**src/rtl/mw_pipe_stage.sv**
```systemverilog
// ---------------------------------------------------------------------------
// mw_pipe_stage
//   MEM->WB pipeline stage register with a valid/ready handshake on both
//   sides. The stage holds up to two entries: a head ("main") that drives
//   out_*, and an optional skid entry. The skid entry lets in_ready be a
//   plain flop, so there is no combinational path from out_ready.
//   out_wreg/out_m2reg are masked with out_valid so that the register file is
//   never written on a bubble.
//
// Parameters
//   DATA_W : width of ALU result and memory read data
//   RD_W   : width of destination register index
//   SKID   : 1 = two entries, in_ready registered
//            0 = single entry, in_ready combinational from out_ready
//
// Ports
//   clock, reset          : rising-edge clock, synchronous active-high reset
//   flush                 : drop every held and incoming entry
//   in_valid / in_ready   : upstream handshake
//   in_wreg, in_m2reg,
//   in_rd, in_r, in_data  : upstream payload
//   out_valid / out_ready : downstream handshake (head entry)
//   out_wreg, out_m2reg   : head controls, gated by out_valid
//   out_rd, out_r,
//   out_data              : head payload (holds last value while invalid)
//   occupancy             : number of held entries, 0..2
// ---------------------------------------------------------------------------
module mw_pipe_stage #(
  parameter int DATA_W = 32,
  parameter int RD_W   = 5,
  parameter int SKID   = 1
) (
  input  logic              clock,
  input  logic              reset,
  input  logic              flush,
  input  logic              in_valid,
  output logic              in_ready,
  input  logic              in_wreg,
  input  logic              in_m2reg,
  input  logic [RD_W-1:0]   in_rd,
  input  logic [DATA_W-1:0] in_r,
  input  logic [DATA_W-1:0] in_data,
  output logic              out_valid,
  input  logic              out_ready,
  output logic              out_wreg,
  output logic              out_m2reg,
  output logic [RD_W-1:0]   out_rd,
  output logic [DATA_W-1:0] out_r,
  output logic [DATA_W-1:0] out_data,
  output logic [1:0]        occupancy
);

  // Payload layout: {wreg, m2reg, rd, r, data}
  localparam int PW = 2 + RD_W + 2 * DATA_W;

  logic [PW-1:0] in_payload;
  logic [PW-1:0] main_reg, main_next;
  logic [PW-1:0] skid_reg, skid_next;
  logic          main_valid_reg, main_valid_next;
  logic          skid_valid_reg, skid_valid_next;
  // SKID=1: registered "not full". SKID=0: "out of reset" qualifier.
  logic          ready_reg, ready_next;
  logic          accept;
  logic          rel;

  assign in_payload = {in_wreg, in_m2reg, in_rd, in_r, in_data};
  assign accept     = in_valid & in_ready;
  assign rel        = main_valid_reg & out_ready;

  always_comb begin
    main_next       = main_reg;
    skid_next       = skid_reg;
    main_valid_next = main_valid_reg;
    skid_valid_next = skid_valid_reg;
    if (skid_valid_reg) begin
      // FULL: in_ready is low, so only a release can happen; skid moves up.
      if (rel) begin
        main_next       = skid_reg;
        skid_valid_next = 1'b0;
      end
    end else if (main_valid_reg) begin
      // ONE. With SKID=0 an accept here implies a release, so the skid
      // branch is never taken in that build.
      if (accept && rel) begin
        main_next = in_payload;
      end else if (accept) begin
        skid_next       = in_payload;
        skid_valid_next = 1'b1;
      end else if (rel) begin
        main_valid_next = 1'b0;
      end
    end else if (accept) begin
      main_next       = in_payload;
      main_valid_next = 1'b1;
    end
    ready_next = (SKID != 0) ? ~skid_valid_next : 1'b1;
  end

  always_ff @(posedge clock) begin
    if (reset) begin
      main_reg       <= '0;
      skid_reg       <= '0;
      main_valid_reg <= 1'b0;
      skid_valid_reg <= 1'b0;
      ready_reg      <= 1'b0;
    end else if (flush) begin
      // Payload is kept; only the valids are dropped. The stage is empty
      // afterwards, so it is ready on the next cycle.
      main_valid_reg <= 1'b0;
      skid_valid_reg <= 1'b0;
      ready_reg      <= 1'b1;
    end else begin
      main_reg       <= main_next;
      skid_reg       <= skid_next;
      main_valid_reg <= main_valid_next;
      skid_valid_reg <= skid_valid_next;
      ready_reg      <= ready_next;
    end
  end

  generate
    if (SKID != 0) begin : g_skid
      assign in_ready = ready_reg;
    end else begin : g_noskid
      assign in_ready = ready_reg & (~main_valid_reg | out_ready);
    end
  endgenerate

  assign out_valid = main_valid_reg;
  assign out_wreg  = main_reg[PW-1] & main_valid_reg;
  assign out_m2reg = main_reg[PW-2] & main_valid_reg;
  assign out_rd    = main_reg[2*DATA_W +: RD_W];
  assign out_r     = main_reg[DATA_W +: DATA_W];
  assign out_data  = main_reg[0 +: DATA_W];
  assign occupancy = {1'b0, main_valid_reg} + {1'b0, skid_valid_reg};

endmodule

```
**config.mk**
```make
export PLATFORM = sky130hd
export DESIGN_NAME = mw_pipe_stage
export DESIGN_NICKNAME = d
export VERILOG_FILES = /design/src/rtl/mw_pipe_stage.sv
export SDC_FILE = /design/constraint.sdc
export NUM_CORES = 1
export LEC_CHECK = 0
export ABC_AREA = 1
export CAP_MARGIN = 20
export CORE_MARGIN = 5
export CORE_UTILIZATION = 46
export CTS_CLUSTER_DIAMETER = 30
export CTS_CLUSTER_SIZE = 14
export DETAILED_ROUTE_END_ITERATION = 7
export HOLD_SLACK_MARGIN = 0.02
export PLACE_DENSITY = 0.76
export SKIP_CTS_REPAIR_TIMING = 1
export SLEW_MARGIN = 15
export SYNTH_ARGS = -nofsm -noshare
export SYNTH_HDL_FRONTEND = slang
export SYNTH_SLANG_ARGS = --single-unit
```
**constraint.sdc**
```tcl
create_clock -name clock -period 1.7 [get_ports clock]
set_input_delay 0.34 -clock clock [delete_from_list [all_inputs] [get_ports clock]]
set_output_delay 0.34 -clock clock [all_outputs]
set_load 0.1 [all_outputs]
```
Word level (Yosys, flattened, before mapping):

Cells that the tools add are included.

* word-level logic and storage cells: 35
* output and inout port bits: 75
* bits of input ports: 76
* register bits: 145

* mux-type cells: 14
* bitwise gates (word level): 8
* equal/unequal tests: 2
* add/subtract/negate cells: 1
* reduce and logical (&&, ||, !) cells: 5

Operators by type and width (count)
* two-way mux 71 bit: 5
* two-way mux 1 bit: 9
* AND reduction 5 bit: 1
* bitwise AND 1 bit: 4
* NOT 1 bit: 4
* AND reduction 4 bit: 1
* != test 3 x 1 -> 1 bit, second input constant: 1
* nonzero test 3 bit: 1
* adder 1 x 1 -> 2 bit: 1
* != test 2 x 1 -> 1 bit, second input constant: 1
* OR reduction 2 bit: 1
* logical AND 1 bit: 1

Depth between registers and ports, before layout:

Gate-level depths: netlist of run 1.

* word-level depth: 7
* depth in mapped cells: 10
* mapped depth without buffers: 8

Worst setup path after synthesis of run 1:

No wires, ideal clock.

* kind: flip-flop to output port
* start: reg main_valid_reg (netlist: out_valid)
* end: out occupancy[0]
* path slack: -712 ps
* required time: 1360 ps
* buffers on the path: 0
* arrival time: 2072 ps
* cell stages (with the launch flop): 3
* cell sequence: dfxtp_1 > inv_2 > ha_1

* longest elaborated chain between the ends: 1

Ends and longest elaborated chain
* start, declared: RTL line 59 `logic main_valid_reg, main_valid_next;`
* start signal, assigned: RTL line 115 `main_valid_reg <= main_valid_next;`
* adder 1 x 1 -> 2 bit: RTL line 135 `assign occupancy = {1'b0, main_valid_reg} + {1'b0, skid_valid_reg};`
* end, declared: RTL line 50 `output logic [1:0] occupancy`

No other way between the ends.

Worst setup path in the final report of run 1:

* start: reg skid_valid_reg
* end: out occupancy[0]

* longest elaborated chain between the ends: 1

Ends and longest elaborated chain
* start, declared: RTL line 60 `logic skid_valid_reg, skid_valid_next;`
* start signal, assigned: RTL line 116 `skid_valid_reg <= skid_valid_next;`
* adder 1 x 1 -> 2 bit: RTL line 135

No other way between the ends.

==> report_table.html, run 1 <==
<table>
<tr><th>Metric</th><th>Value</th></tr>
<tr><th colspan="2">Run status</th></tr>
<tr><td>Run status</td><td>completed</td></tr>
<tr><th colspan="2">Clock tree</th></tr>
<tr><td>Worst-Skew Late Latency</td><td>420 ps</td></tr>
<tr><td>Max clock buf depth</td><td>2</td></tr>
<tr><td>Clock tree sinks</td><td>145</td></tr>
<tr><td>Number of buffers inserted during clock tree synthesis</td><td>17</td></tr>
<tr><td>CTS tree</td><td>built</td></tr>
<tr><td>Clock root cell</td><td>sky130_fd_sc_hd__clkbuf_16</td></tr>
<tr><td>Worst-path clk slew</td><td>60 ps</td></tr>
<tr><td>Number of levels the H-tree was split into</td><td>4</td></tr>
<tr><th colspan="2">Synthesis</th></tr>
<tr><td>Top area cells in the synthesized netlist</td><td>sky130_fd_sc_hd__dfxtp_1 (41%), sky130_fd_sc_hd__nand2_1 (11%), sky130_fd_sc_hd__nand3_1 (9.4%)</td></tr>
<tr><td>Yosys warning total</td><td>0</td></tr>
<tr><td>Main flop type after synthesis</td><td>sky130_fd_sc_hd__dfxtp_1</td></tr>
<tr><td>Share of async-settable or async-resettable flops after synthesis</td><td>0%</td></tr>
<tr><td>Proportion of netlist area held by the largest area contributor</td><td>41.0%</td></tr>
<tr><td>Share of synthesized area occupied by flip-flops and latches</td><td>41.0%</td></tr>
<tr><td>Netlist area before placement</td><td>7070 µm²</td></tr>
<tr><td>Top cell types by occurrence after synthesis</td><td>sky130_fd_sc_hd__nand2_1 (206), sky130_fd_sc_hd__nor2_1 (149), sky130_fd_sc_hd__dfxtp_1 (145)</td></tr>
<tr><td>Count of different cell masters after synthesis</td><td>24</td></tr>
<tr><td>Cell count after synthesis</td><td>959</td></tr>
<tr><td>Count of flip-flops with a built-in enable after synthesis</td><td>0</td></tr>
<tr><td>Average cell area after synthesis</td><td>7.37 µm²</td></tr>
<tr><td>Net count after synthesis</td><td>1038</td></tr>
<tr><td>Register bit total from synthesis</td><td>145</td></tr>
<tr><td>Yosys top cell by area</td><td>sky130_fd_sc_hd__dfxtp_1</td></tr>
<tr><td>Most used standard cell by instance count after synthesis</td><td>sky130_fd_sc_hd__nand2_1</td></tr>
<tr><th colspan="2">Global route</th></tr>
<tr><td>Met3 track demand over resource in global routing</td><td>6.64%</td></tr>
<tr><td>Met1 global-route usage</td><td>26.0%</td></tr>
<tr><td>Grt total ovfl</td><td>0</td></tr>
<tr><td>Pin count of the biggest net entering global routing</td><td>74</td></tr>
<tr><td>Layer carrying the most global-route usage</td><td>met2</td></tr>
<tr><td>Global-route wire length before repair</td><td>30300 µm</td></tr>
<tr><td>Gr usage total</td><td>20.8%</td></tr>
<tr><td>Met2 usage</td><td>33.9%</td></tr>
<tr><td>Initial antenna violation count</td><td>0</td></tr>
<tr><td>Number of global-route vias before repair</td><td>6107</td></tr>
<tr><th colspan="2">Timing</th></tr>
<tr><td>Worst Hold Margin</td><td>449 ps</td></tr>
<tr><td>Setup ws final</td><td>49.6 ps</td></tr>
<tr><td>Post-layout min period</td><td>1650 ps</td></tr>
<tr><td>Final hold violation count</td><td>0</td></tr>
<tr><td>Worst Clk Skew</td><td>6.95 ps</td></tr>
<tr><td>Headroom to the max-slew limit</td><td>70.0%</td></tr>
<tr><td>Worst Tran Pin Value</td><td>450 ps</td></tr>
<tr><td>Final number of max-transition violations</td><td>0</td></tr>
<tr><td>Period utilisation layout</td><td>97.1%</td></tr>
<tr><td>Final number of setup-violating endpoints</td><td>0</td></tr>
<tr><td>Highest achievable clock rate</td><td>0.606 GHz</td></tr>
<tr><th colspan="2">Critical path</th></tr>
<tr><td>Critical path's top delay family</td><td>flip-flops</td></tr>
<tr><td>Signal arrival time at the worst endpoint</td><td>1310 ps</td></tr>
<tr><td>Critical path data required time</td><td>1360 ps</td></tr>
<tr><td>CP Class</td><td>flip-flop to output pin</td></tr>
<tr><td>Bufs and invs on worst path</td><td>2</td></tr>
<tr><td>Maximum net fanout on the critical path</td><td>6</td></tr>
<tr><td>Max incr delay on CP</td><td>400 ps</td></tr>
<tr><td>Cell with the largest stage delay on the worst path</td><td>sky130_fd_sc_hd__dfxtp_4</td></tr>
<tr><td>Depth of the critical timing path with buffers and inverters included</td><td>3</td></tr>
<tr><td>Critical Path End Type</td><td>output pin</td></tr>
<tr><td>Startpoint class of the critical path</td><td>flip-flop</td></tr>
<tr><td>Number of cell instances on the worst register-to-register path</td><td>8</td></tr>
<tr><td>Cell-by-cell trace of the critical path</td><td>inv_4, ha_4, buf_12</td></tr>
<tr><th colspan="2">Route</th></tr>
<tr><td>Average detailed-routed wire length per instance</td><td>15.2 µm</td></tr>
<tr><td>Drt drc</td><td>0</td></tr>
<tr><td>Drt first-iter violations</td><td>571</td></tr>
<tr><td>Number of vias per cell</td><td>5.21</td></tr>
<tr><td>Post-detailed-route count of antenna-violating nets</td><td>0</td></tr>
<tr><td>Count of vias placed by the detailed router</td><td>6383</td></tr>
<tr><td>Detailed-route wire length</td><td>18600 µm</td></tr>
<tr><td>First-pass detailed-route iteration total</td><td>5</td></tr>
<tr><th colspan="2">Power</th></tr>
<tr><td>Static Leakage</td><td>0.00370 µW</td></tr>
<tr><td>Power dissipated by switching net loads</td><td>2720 µW</td></tr>
<tr><td>Comb pwr share</td><td>20.6%</td></tr>
<tr><td>Post-layout power</td><td>9450 µW</td></tr>
<tr><td>Int Pwr</td><td>6730 µW</td></tr>
<tr><td>Clock Power Share</td><td>41.1%</td></tr>
<tr><td>Max VDD drop</td><td>0.000610 V</td></tr>
<tr><td>Switching power as a share of total power</td><td>28.8%</td></tr>
<tr><td>Power share of the sequential group</td><td>38.4%</td></tr>
<tr><td>Power density relative to cell area</td><td>968 nW/µm²</td></tr>
<tr><th colspan="2">Worst hold path</th></tr>
<tr><td>Count of cells along the worst hold path</td><td>3</td></tr>
<tr><td>Type of the tightest min-delay check</td><td>input port to flip-flop</td></tr>
<tr><th colspan="2">Cells and area</th></tr>
<tr><td>Nets</td><td>1104</td></tr>
<tr><td>Area growth syn-to-layout</td><td>38.0%</td></tr>
<tr><td>Fraction of final layout cells sized beyond drive strength 1</td><td>18.5%</td></tr>
<tr><td>N_diodes</td><td>0</td></tr>
<tr><th colspan="2">Placed design</th></tr>
<tr><td>Quantity of I/O buffers inserted on ports</td><td>150</td></tr>
<tr><td>Detailed-placement wirelength estimate</td><td>11900 µm</td></tr>
<tr><td>Setup slack at placement</td><td>-237 ps</td></tr>
<tr><td>Global placer's final weighted congestion</td><td>0.789</td></tr>
<tr><th colspan="2">Floorplanning</th></tr>
<tr><td>Placement row count</td><td>45</td></tr>
<tr><td>Effective utilization at floorplan</td><td>46.7%</td></tr>
<tr><td>Die Footprint</td><td>18000 µm²</td></tr>
<tr><td>Number of top-level pins</td><td>151</td></tr>
<tr><td>Core footprint</td><td>15100 µm²</td></tr>
<tr><td>Width of the chip</td><td>134 µm</td></tr>
<tr><td>Die height</td><td>134 µm</td></tr>
<tr><th colspan="2">Flow run</th></tr>
<tr><td>MaxCap Viol Count</td><td>0</td></tr>
</table>
[placed cells by master, fill, tap and decap left out, types with 2 or more instances in the layout]
cell type	n
sky130_fd_sc_hd__dfxtp_1	142
sky130_fd_sc_hd__bufinv_16	4
sky130_fd_sc_hd__clkdlybuf4s50_1	74
sky130_fd_sc_hd__nor2_1	147
sky130_fd_sc_hd__buf_4	25
sky130_fd_sc_hd__nand2_1	205
sky130_fd_sc_hd__a21oi_2	10
sky130_fd_sc_hd__nand2_4	2
sky130_fd_sc_hd__nand3_1	133
sky130_fd_sc_hd__inv_1	5
sky130_fd_sc_hd__dfxtp_4	3
sky130_fd_sc_hd__clkinv_2	5
sky130_fd_sc_hd__clkbuf_1	3
sky130_fd_sc_hd__nand3_2	10
sky130_fd_sc_hd__nor2_4	3
sky130_fd_sc_hd__buf_12	87
sky130_fd_sc_hd__inv_2	2
sky130_fd_sc_hd__a21boi_0	71
sky130_fd_sc_hd__clkbuf_16	18
sky130_fd_sc_hd__a21oi_1	63
sky130_fd_sc_hd__nand2_2	14
[layer usage]
layer  vias up  share of wire, %
li1       3180                 -
met1      2958                42
met2       226                49
met3        19               7.4
met4         0               1.3
met5         -                 0
[tightest hold or removal path, cell delays in order]
cell and delay, ps:
sky130_fd_sc_hd__buf_2 130, sky130_fd_sc_hd__buf_12 220, sky130_fd_sc_hd__a21oi_2 130
[cell families after synthesis]
logic type	after synthesis	share of synthesized area, %
buffers and inverters	149	13.5
and+or+nand+nor	516	31.5
DFF	145	41.0
adders and majority gates	3	0.531
AOI/OAI and AO/OA	146	13.4
[layout make-up]
class | count | area (µm²)
repair buffers | 188 | 2700
fillers | 1241 | 5390
inverters | 8 | 32.5
clock buffers | 21 | 450
multi-input cells | 665 | 3270
clock inverters | 11 | 161
flip-flops and latches | 145 | 2910
well taps | 188 | 235
[final timing paths]
| check | start | endpoint | slack, ps |
|---|---|---|---|
| setup / recovery | skid_valid_reg | occupancy[0] | 50 |
| hold / removal | reset | skid_reg[7] | 450 |
| setup reg to reg | out_valid | main_reg[38] | 150 |
| hold reg to reg | skid_reg[36] | skid_reg[36] | 460 |
[power by group through the flow]
stage / clock network [µW] / logic (µW) / registers [µW]
after CTS: 3950 / 1950 / 3630
after detailed placement: 0 / 1940 / 3710
final: 3880 / 1940 / 3630
after global placement: 0 / 1930 / 3700
after global routing: 4120 / 2040 / 3640
after floorplan: 0 / 1300 / 3650
[through the flow]
step / setup TNS [ps] / instance area, µm² / utilization, % / instances
after global routing: -4.65 / 9760 / 64.4 / 1226
after global placement: -20260 / 9060 / 59.8 / 1188
after detailed placement: -23980 / 9060 / 59.8 / 1188
after floorplan: -64.3 / 7100 / - / 959
final: 0 / 9760 / 64.4 / 1226
after CTS: -313 / 9670 / 63.8 / 1220
Power figures use the tool's default switching activity.
==> run 2: changes to the inputs <==
--- a/config.mk
+++ b/config.mk
@@ -6,7 +6,7 @@
 export NUM_CORES = 1
 export LEC_CHECK = 0
 export ABC_AREA = 1
-export CAP_MARGIN = 20
+export CAP_MARGIN = 40
 export CORE_MARGIN = 5
 export CORE_UTILIZATION = 46
 export CTS_CLUSTER_DIAMETER = 30
==> results of run 2 <==
The final DEF is identical to that of run 1; final timing and power are the same.
